==> src/rtl/rob_commit_unit.sv <==
// Reorder buffer: allocates entries in program order, collects ALU/MEM/BCU
// writebacks, retires one completed entry per cycle and turns a mispredicted
// branch into a flush with a redirect PC at its commit edge.
module rob_commit_unit #(
  parameter int ROB_SIZE = 8,
  parameter int ID_WIDTH = 4
) (
  input  logic                clk_in,
  input  logic                rst_n_in,
  input  logic                alloc_en,
  input  logic                alloc_is_branch,
  input  logic                alloc_pred_taken,
  input  logic [4:0]          alloc_rd,
  output logic [ID_WIDTH-1:0] alloc_id,
  output logic                full,
  output logic                one_left,
  input  logic [ID_WIDTH-1:0] cdb_alu_rob_id,
  input  logic [31:0]         cdb_alu_value,
  input  logic [ID_WIDTH-1:0] cdb_mem_rob_id,
  input  logic [31:0]         cdb_mem_value,
  input  logic [ID_WIDTH-1:0] bcu_rob_id,
  input  logic                bcu_taken,
  input  logic [31:0]         bcu_value,
  input  logic [ID_WIDTH-1:0] query_j_id,
  output logic                query_j_ready,
  output logic [31:0]         query_j_value,
  input  logic [ID_WIDTH-1:0] query_k_id,
  output logic                query_k_ready,
  output logic [31:0]         query_k_value,
  output logic                commit_valid,
  output logic [ID_WIDTH-1:0] commit_rob_id,
  output logic [4:0]          commit_rd,
  output logic [31:0]         commit_value,
  output logic                flush_out,
  output logic [31:0]         redirect_pc
);

  localparam int IDX_W = (ROB_SIZE > 1) ? $clog2(ROB_SIZE) : 1;
  localparam int CNT_W = $clog2(ROB_SIZE + 1);

  // Control state (reset)
  logic [IDX_W-1:0]    head_q;
  logic [IDX_W-1:0]    tail_q;
  logic [CNT_W-1:0]    count_q;
  logic [ROB_SIZE-1:0] busy_q;
  logic [ROB_SIZE-1:0] ready_q;

  // Entry payload (no reset; only read while busy/ready say it is valid)
  logic [ROB_SIZE-1:0] is_br_q;
  logic [ROB_SIZE-1:0] pred_q;
  logic [ROB_SIZE-1:0] taken_q;
  logic [4:0]          rd_q    [ROB_SIZE];
  logic [31:0]         value_q [ROB_SIZE];

  // Id 0 is "none"; ids above ROB_SIZE never name an entry.
  function automatic logic id_ok(input logic [ID_WIDTH-1:0] id);
    return (id != '0) && (id <= ID_WIDTH'(ROB_SIZE));
  endfunction

  function automatic logic [IDX_W-1:0] id2idx(input logic [ID_WIDTH-1:0] id);
    return IDX_W'(id - ID_WIDTH'(1));
  endfunction

  function automatic logic [IDX_W-1:0] idx_inc(input logic [IDX_W-1:0] i);
    return (i == IDX_W'(ROB_SIZE - 1)) ? '0 : i + IDX_W'(1);
  endfunction

  logic [IDX_W-1:0] alu_idx, mem_idx, bcu_idx;
  logic             alu_hit, mem_hit, bcu_hit;
  logic             alloc_fire, commit_fire, mispredict;

  assign alu_idx = id2idx(cdb_alu_rob_id);
  assign mem_idx = id2idx(cdb_mem_rob_id);
  assign bcu_idx = id2idx(bcu_rob_id);
  assign alu_hit = id_ok(cdb_alu_rob_id) && busy_q[alu_idx];
  assign mem_hit = id_ok(cdb_mem_rob_id) && busy_q[mem_idx];
  assign bcu_hit = id_ok(bcu_rob_id)     && busy_q[bcu_idx];

  assign full     = (count_q == CNT_W'(ROB_SIZE));
  assign one_left = (count_q == CNT_W'(ROB_SIZE - 1));
  assign alloc_id = ID_WIDTH'(tail_q) + ID_WIDTH'(1);

  // Head readiness is the registered state, so a writeback to the head
  // always costs one cycle before that entry can retire.
  assign alloc_fire  = alloc_en && !full;
  assign commit_fire = busy_q[head_q] && ready_q[head_q];
  assign mispredict  = commit_fire && is_br_q[head_q] &&
                       (taken_q[head_q] != pred_q[head_q]);

  // Operand lookup: stored value first, then same-cycle CDB bypass (ALU first).
  function automatic logic [32:0] lookup(input logic [ID_WIDTH-1:0] id);
    logic [IDX_W-1:0] idx;
    idx = id2idx(id);
    if (id == '0)
      return {1'b1, 32'd0};
    if (!id_ok(id) || !busy_q[idx])
      return 33'd0;
    if (ready_q[idx])
      return {1'b1, value_q[idx]};
    if (id == cdb_alu_rob_id)
      return {1'b1, cdb_alu_value};
    if (id == cdb_mem_rob_id)
      return {1'b1, cdb_mem_value};
    return 33'd0;
  endfunction

  assign {query_j_ready, query_j_value} = lookup(query_j_id);
  assign {query_k_ready, query_k_value} = lookup(query_k_id);

  // Pointers, occupancy, completion flags and the registered commit/flush outputs
  always_ff @(posedge clk_in or negedge rst_n_in) begin
    if (!rst_n_in) begin
      head_q        <= '0;
      tail_q        <= '0;
      count_q       <= '0;
      busy_q        <= '0;
      ready_q       <= '0;
      commit_valid  <= 1'b0;
      commit_rob_id <= '0;
      commit_rd     <= '0;
      commit_value  <= '0;
      flush_out     <= 1'b0;
      redirect_pc   <= '0;
    end else begin
      commit_valid <= 1'b0;
      flush_out    <= 1'b0;
      redirect_pc  <= '0;
      if (alloc_fire) begin
        busy_q[tail_q]  <= 1'b1;
        ready_q[tail_q] <= 1'b0;
        tail_q          <= idx_inc(tail_q);
      end
      if (bcu_hit) ready_q[bcu_idx] <= 1'b1;
      if (mem_hit) ready_q[mem_idx] <= 1'b1;
      if (alu_hit) ready_q[alu_idx] <= 1'b1;
      count_q <= count_q + CNT_W'(alloc_fire) - CNT_W'(commit_fire);
      if (commit_fire) begin
        busy_q[head_q]  <= 1'b0;
        ready_q[head_q] <= 1'b0;
        head_q          <= idx_inc(head_q);
        commit_valid    <= 1'b1;
        commit_rob_id   <= ID_WIDTH'(head_q) + ID_WIDTH'(1);
        commit_rd       <= is_br_q[head_q] ? 5'd0 : rd_q[head_q];
        commit_value    <= value_q[head_q];
        // Mispredict wipes every younger entry, including this cycle's allocation.
        if (mispredict) begin
          busy_q      <= '0;
          ready_q     <= '0;
          head_q      <= '0;
          tail_q      <= '0;
          count_q     <= '0;
          flush_out   <= 1'b1;
          redirect_pc <= value_q[head_q];
        end
      end
    end
  end

  // Entry payload capture; ALU is written last so it wins over MEM on the same id
  always_ff @(posedge clk_in) begin
    if (alloc_fire) begin
      rd_q[tail_q]    <= alloc_rd;
      is_br_q[tail_q] <= alloc_is_branch;
      pred_q[tail_q]  <= alloc_pred_taken;
    end
    if (bcu_hit) begin
      value_q[bcu_idx] <= bcu_value;
      taken_q[bcu_idx] <= bcu_taken;
    end
    if (mem_hit) value_q[mem_idx] <= cdb_mem_value;
    if (alu_hit) value_q[alu_idx] <= cdb_alu_value;
  end

endmodule
==> config.mk <==
export PLATFORM = sky130hd
export DESIGN_NAME = rob_commit_unit
export DESIGN_NICKNAME = d
export VERILOG_FILES = /design/src/rtl/rob_commit_unit.sv
export SDC_FILE = /design/constraint.sdc
export NUM_CORES = 1
export LEC_CHECK = 0
export CELL_PAD_IN_SITES_DETAIL_PLACEMENT = 1
export CELL_PAD_IN_SITES_GLOBAL_PLACEMENT = 2
export CORE_MARGIN = 4
export CORE_UTILIZATION = 35
export CTS_BUF_LIST = sky130_fd_sc_hd__clkbuf_4 sky130_fd_sc_hd__clkbuf_8
export DETAILED_ROUTE_END_ITERATION = 6
export DONT_BUFFER_PORTS = 1
export GPL_ROUTABILITY_DRIVEN = 1
export PLACE_DENSITY_LB_ADDON = 0.1
export SETUP_SLACK_MARGIN = 0.05
export SLEW_MARGIN = 20
export SYNTH_ARGS = -nofsm -noshare
export SYNTH_HDL_FRONTEND = slang
export SYNTH_SLANG_ARGS = --single-unit
==> constraint.sdc <==
create_clock -name clk_in -period 7.5 [get_ports clk_in]
set_input_delay 0.75 -clock clk_in [delete_from_list [all_inputs] [get_ports clk_in]]
set_output_delay 0.75 -clock clk_in [all_outputs]
set_load 0.005 [all_outputs]
==> results of run 1 <==
==> stage by stage <==
| step | hold WS [ns] | cell area, µm² | util | total power [W] | worst slack (ns) |
|---|---|---|---|---|---|
| after CTS | 0.0875 | 29800 | 0.383 | 0.00909 | 2.63 |
| after global placement | 0.459 | 28100 | 0.362 | 0.00656 | 2.69 |
| after detailed placement | 0.460 | 28100 | 0.362 | 0.00666 | 2.65 |
| after floorplan | 0.454 | 27600 | - | 0.00534 | 3.43 |
| after global routing | 0.113 | 29800 | 0.383 | 0.00946 | 2.57 |
| final | 0.137 | 29900 | 0.383 | 0.00905 | 2.61 |
==> report_power, final <==
group / internal (W) / switching (W)
Clock: 0.00128 / 0.00113
Sequential: 0.00297 / 0.000415
Combinational: 0.00105 / 0.00221
Total: 0.00529 / 0.00375
==> synthesized netlist by cell type (17+ instances only) <==
cell type and number:
mux2i_1 356, nand2_1 344, o21ai_0 329, edfxtp_1 320, clkbuf_1 199, mux4_2 145, a211oi_1 129, dfrtp_1 101
nor2_1 80, nor2b_1 80, buf_2 76, o22ai_1 51, o221ai_1 31, mux2_2 30, inv_1 28, and3_1 23
buf_1 23, a21oi_1 17, ha_1 17
==> worst max-delay path: stages <==
cell	delay [ns]
inv_1	0.14
ha_4	0.74
buf_4	0.59
mux4_2	0.39
mux2i_1	0.17
a211o_2	0.84
o21ai_0	0.30
==> cells by family (layout without fill, tap and decap cells) <==
family,Yosys count,count (layout),synth area share
other,0,6,0
xor gates and xnor gates,27,27,0.00883
buffers and inverters,339,228,0.0513
DFF,421,421,0.439
muxes,531,531,0.259
AOI/OAI and AO/OA,612,612,0.137
adders and majority gates,18,18,0.00842
and+or+nand+nor,588,588,0.0961
==> area by class of cell <==
class,instances,area [µm²],area share
multi-input cells,1776,14300,0.478
well taps,1040,1300,0.0436
inverters,30,113,0.00377
clock buffers,114,1430,0.0477
flip-flops and latches,421,12100,0.407
diodes,6,15.0,0.000503
repair buffers,45,360,0.0121
clock inverters,39,230,0.00771
==> what timing repair did <==
| item | in CTS | in global routing |
|---|---|---|
| endpoints found under the hold margin | 101 | 0 |
| buffers inserted | 0 | 0 |
| hold buffers | 2 | 0 |
==> cells in the final DEF, fill, tap and decap left out, types with 7 or more instances in the layout <==
master    count
buf_4        43
clkbuf_8     91
clkbuf_4     23
o211ai_1      7
inv_1        27
mux2_2       29
nor2_1       80
clkinv_2     15
and3_4        7
nor2b_1      80
edfxtp_1    320
xor2_1       11
o221ai_1     31
mux4_2      145
a221oi_1      8
a211oi_1    129
clkinv_1     17
and3_2        8
dfrtp_1      98
xnor2_1      13
mux2i_1     354
nor3_1        9
nand3_1       7
and3_1        9
o21ai_0     329
o22ai_1      51
nand2b_1     12
and2_1        7
a21oi_1      17
nand2_1     344
ha_1         15
==> state kept, by name (all words and copies together), names as in the netlist <==
signal and flops:
is_br_q 8, flush_out 1, redirect_pc 32, commit_value 32, head_q 3, commit_rob_id 4, commit_rd 5, pred_q 8
count_q 4, ready_q 8, value_q 256, rd_q 40, tail_q 3, busy_q 8, taken_q 8, commit_valid 1
==> metal layers <==
metal | up-vias | wire length, µm | global-route usage
met4 | 2 | 4220 | 0.102
li1 | 9186 | - | -
met3 | 214 | 9060 | 0.0550
met1 | 11300 | 50700 | 0.372
met2 | 947 | 57800 | 0.476
met5 | - | 13 | 0
==> worst max path at each step <==
stage,endpoint,slack (ns),depth (start not counted)
after floorplan,query_j_value[14],3.43,11
after global placement,query_j_ready,2.69,7
after CTS,query_j_ready,2.63,7
after global routing,query_j_ready,2.57,7
after detailed placement,query_j_ready,2.65,7
final,query_j_ready,2.61,7
==> metrics, run 1 <==
Clock Sinks 421; final worst path period share 0.653; Synth Instances between 2,000 and 3,000; DRT Wirelength ~120 mm; vias in the first global route around 22,000; Max Cap Viol 0; top cells by area, synth edfxtp_1 35%, mux2i_1 13%, mux4_2 12%; num ports between 200 and 300; GRT Util Overall 0.286; R2R Setup Slk ~3.3 ns; number of flops mapped to enable cells by yosys 320; startpoint type of the worst setup path input port; number of remaining DRC errors 0; dominant synthesized flop cell edfxtp_1; DRT iter0 DRCs slightly below 2,000; CTS Buf Count 83; HP Class input port to flip-flop; Worst Tran Pin Value 1.16 ns; CTS H-tree lvls 3; critical path peak fanout 71; die width a little under 300 µm; share of the synthesized area in the top cell type 0.348; hold path depth 0; HPWL after DPL 75.1 mm; via count 21,600; worst hold start alloc_rd[0]; FF-to-FF End busy_q[1]$_DFF_PN0_; initial antenna violation count 6; Synth Cell Area 27,600 µm²; dpl cells 3,310; unrepaired setup endpoints after global routing no; buffer depth of the longest clock path 3; die area ~83,000 µm²; post-route non-filler standard cell count 3,471; core area 77,800 µm²; Final TNS setup 0 ns; critical path endpoint category output pin; status complete, no violations; Max Clk Rate 204 MHz; Syn. warnings 0; Final Setup Violations 0; Async S/R FF share, synth 0.240; layout cells sized above 1 0.168; FP Rows 102; Synth cell types 65; chip height 289 µm; final hold violations 0; Clock Pin Slew Worst Setup and Hold Paths 0.07 ns; WP data required 6.75 ns; Leak Pwr just under 10 nW; largest net degree at the start of global routing 102; post-DR wirelength/cell 35.1 µm; Slew headroom 0.226; DRT Pass-1 Iters 5; WP data arrival 4.14 ns; synthesized area per cell 10.9 µm²; reg2reg path depth 8; first-pass GRT wire length 171 mm; kind of critical path input port to output pin; port bufs 0; remaining antenna violation count 0; Initial Utilization 0.355; hold endpoint rd_q[4][0]$_DFFE_PP_; Final Max Slew Viols 0; Via density 6.24; Worst VDD drop around 130 µV; Nets ~2,500; Fillers between 8,000 and 9,000; sequential share of the synthesized area 0.439; post-synth net total ~2,700; global route overflow 0; Final min period 4.89 ns; CP Launch Point query_j_id[0]; Setup Skew 0.0411 ns; #FFs+latches synth 421; area leader, netlist edfxtp_1; PwrDens slightly above 300 nW/µm²; cell chosen for the clock root clkbuf_8; R2R Path Start head_q[1]$_DFFE_PN0P_; P&R area growth vs syn 8.06%; CTS tree done; RePlAce Congestion 0.834; Clock Latency Late Sink 0.70 ns; post_cts resized 0
No activity file was read; power rests on OpenSTA's default activity.
==> inputs of run 2 (changes only) <==
==> constraint.sdc (replaced) <==
create_clock -name clk_in -period 5 [get_ports clk_in]
set_input_delay 0.5 -clock clk_in [delete_from_list [all_inputs] [get_ports clk_in]]
set_output_delay 0.5 -clock clk_in [all_outputs]
set_load 0.005 [all_outputs]
==> run 2 against run 1 <==
Against the previous run:
- sequential share of layout area decreased by 0.90 points
- flip-flop and latch count stayed put
- first-iteration DRC count up 4.4%
- worst hold slack worse by 0.096 ns
- critical path type unchanged
- highest routed layer is now met4
==> metrics, run 2 (same netlist as run 1, synthesis figures left out) <==
Final TNS setup 0 ns (unchanged); critical path endpoint category output pin (unchanged); die area 83,500 µm² (unchanged); met3 usage 0.0731 (was 0.0550); HPWL after DPL 76.3 mm (was 75.1 mm); Comb power frac 0.373 (was 0.360); R2R Path Start head_q[0]$_DFFE_PN0P_ (was head_q[1]$_DFFE_PN0P_); most common cell after layout, fill and taps aside mux2i_1 (unchanged); worst setup path endpoint query_j_value[2] (was query_j_ready); vias in the first global route 22,700 (was 22,300); global route overflow 0 (unchanged); DRT Pass-1 Iters 5 (unchanged); startpoint type of the worst setup path input port (unchanged); final worst path period share 0.845; Via density 6.27 (was 6.24); largest net degree at the start of global routing 102 (unchanged); CTS H-tree lvls 3 (unchanged); FP Rows 102 (unchanged); Pint 0.00814 W (was 0.00529 W); buffer depth of the longest clock path 3 (unchanged); GRT Util Overall 0.294 (was 0.286); P&R area growth vs syn 10.5% (was 8.06%); Max Clk Rate roughly 240 MHz; area of the multi-input gates 14,300 µm² (about the same); Fillers 8,349 (was 8,455); Max Cap Viol 0 (unchanged); Leak Pwr 10.1 nW (was 9.76 nW); CTS tree done (unchanged); WP data arrival 3.72 ns (was 4.14 ns); Final min period 4.22 ns; sequential power share 0.365 (was 0.374); reg2reg path depth 4 (was 8); HP Class input port to flip-flop (unchanged); core area 77,800 µm² (unchanged); die width 289 µm (unchanged); global routing usage on met1 0.378 (was 0.372); num ports 274 (unchanged); Slew headroom 0.242 (was 0.226); initial antenna violation count 2 (was 6); first-pass GRT wire length 175 mm (was 171 mm); CTS Buf Count 83 (unchanged); Final Setup Violations 0 (unchanged); Initial Utilization 0.355 (unchanged); number of remaining DRC errors 0 (unchanged); via count 22,100 (was 21,600); port bufs 0 (unchanged); Storage cell area 12,100 µm² (unchanged); remaining antenna violation count 0 (unchanged); Clock Sinks 421 (unchanged); GRT Max-Usage Layer met2 (unchanged); post_cts resized 0 (unchanged); DRT iter0 DRCs 2,029 (was 1,944); Clock Latency Late Sink 0.69 ns (was 0.70 ns); CP Launch Point query_j_id[0] (unchanged); Worst VDD drop 342 µV (was 132 µV); Final Max Slew Viols 0 (unchanged); chip height 289 µm (unchanged); post-DR wirelength/cell 35.5 µm (was 35.1 µm); R2R Setup Slk 1.43 ns (was 3.30 ns); FF-to-FF End commit_value[16]$_DFFE_PN0P_ (was busy_q[1]$_DFF_PN0_); Most flops, register value_q (unchanged); critical path peak fanout 71 (unchanged); Sw Ratio 0.415 (about the same); WP data required 4.50 ns (was 6.75 ns); Largest register FFs 256 (unchanged); largest registers value_q x256, rd_q x40 (unchanged); RePlAce Congestion 0.819 (was 0.834); unrepaired setup endpoints after global routing no (unchanged); PwrDens 455 nW/µm² (was 303 nW/µm²); clock power share 0.262 (was 0.266); DRT Wirelength 125 mm (was 122 mm); Clock Pin Slew Worst Setup and Hold Paths 0.06 ns (was 0.07 ns); Psw 0.00577 W (was 0.00375 W); Nets 2,565 (was 2,502); status complete, no violations (unchanged); kind of critical path input port to output pin (unchanged); Setup Skew 0.0242 ns (was 0.0411 ns); Core Util, Final 0.392 (was 0.383); most frequent cells in the layout 354 x mux2i_1, 344 x nand2_1, 329 x o21ai_0 (unchanged); layout cells sized above 1 0.172 (was 0.168); Worst Tran Pin Value 1.14 ns (was 1.16 ns); cell chosen for the clock root clkbuf_8 (unchanged); met2 usage 0.481 (was 0.476); final hold violations 0 (unchanged)
## run 2: cell types whose count changed in the layout (fill, tap and decap cells not counted), sizes merged
cell         previous run  this run
buf                    44        63
bufinv                  1         2
clkbuf                114       116
clkinv                 32        27
clkinvlp                1         4
diode                   6         2
dlygate4sd3             1        45
inv                    35        30
## run 2: worst min path at each step
stage / startpoint / to / slack, ns / cells past startpoint
2_1_floorplan: rst_n_in / busy_q[0]$_DFF_PN0_ / 0.20 / 0
3_3_place_gp: rst_n_in / count_q[1]$_DFF_PN0_ / 0.21 / 0
3_5_place_dp: rst_n_in / count_q[3]$_DFF_PN0_ / 0.21 / 0
4_1_cts: cdb_alu_value[13] / value_q[1][13]$_DFFE_PP_ / 0.00001 / 2
5_1_grt: cdb_alu_value[9] / value_q[1][9]$_DFFE_PP_ / 0.01 / 2
6_report: cdb_alu_value[13] / value_q[1][13]$_DFFE_PP_ / 0.04 / 2
## run 2: final cells by class
type                       count  area share
inverter                      30     0.00369
clock buffer                 116      0.0478
multi-input combinational   1776       0.467
timing repair buffer         108      0.0338
sequential                   421       0.398
antenna                        2    0.000164
clock inverter                33     0.00713
tap                         1040      0.0426
## run 2: routing by layer
metal | vias to the layer above | wire length [µm]
met5 | - | 0
met4 | 0 | 4990
met3 | 242 | 10300
met2 | 1034 | 58600
met1 | 11500 | 51300
li1 | 9311 | -
## run 2: what timing repair did
item                                   in CTS  in global routing
hold buffers                               46                  0
setup buffers                               0                  0
setup endpoints to repair                   0                  0
endpoints found under the hold margin     378                  0
## run 2: through the flow
step	power [W]	cells	worst slack, ns	hold slack, ns	instance area, µm²
after CTS	0.0139	3524	0.880	0.0000104	30500
final	0.0139	3526	0.777	0.0415	30500
after floorplan	0.00801	2536	1.43	0.204	27600
after global routing	0.0146	3525	0.830	0.00993	30500
after detailed placement	0.0102	3329	0.886	0.210	28400
after global placement	0.0101	3329	0.941	0.210	28400
## run 2: worst max-delay path, cell delays in order
cell and delay [ns]:
inv_1 0.13, ha_4 0.65, mux4_2 0.43, mux2i_4 0.18, buf_4 0.78, a211oi_1 0.10
a211oi_1 0.80
## run 2: power by group through the flow
stage	logic [W]	clock network, W	registers, W
floorplan	0.00322	0	0.00479
global placement	0.00496	0	0.00513
detailed placement	0.00504	0	0.00515
CTS	0.00514	0.00372	0.00508
global route	0.00552	0.00389	0.00515
finish	0.00518	0.00364	0.00508
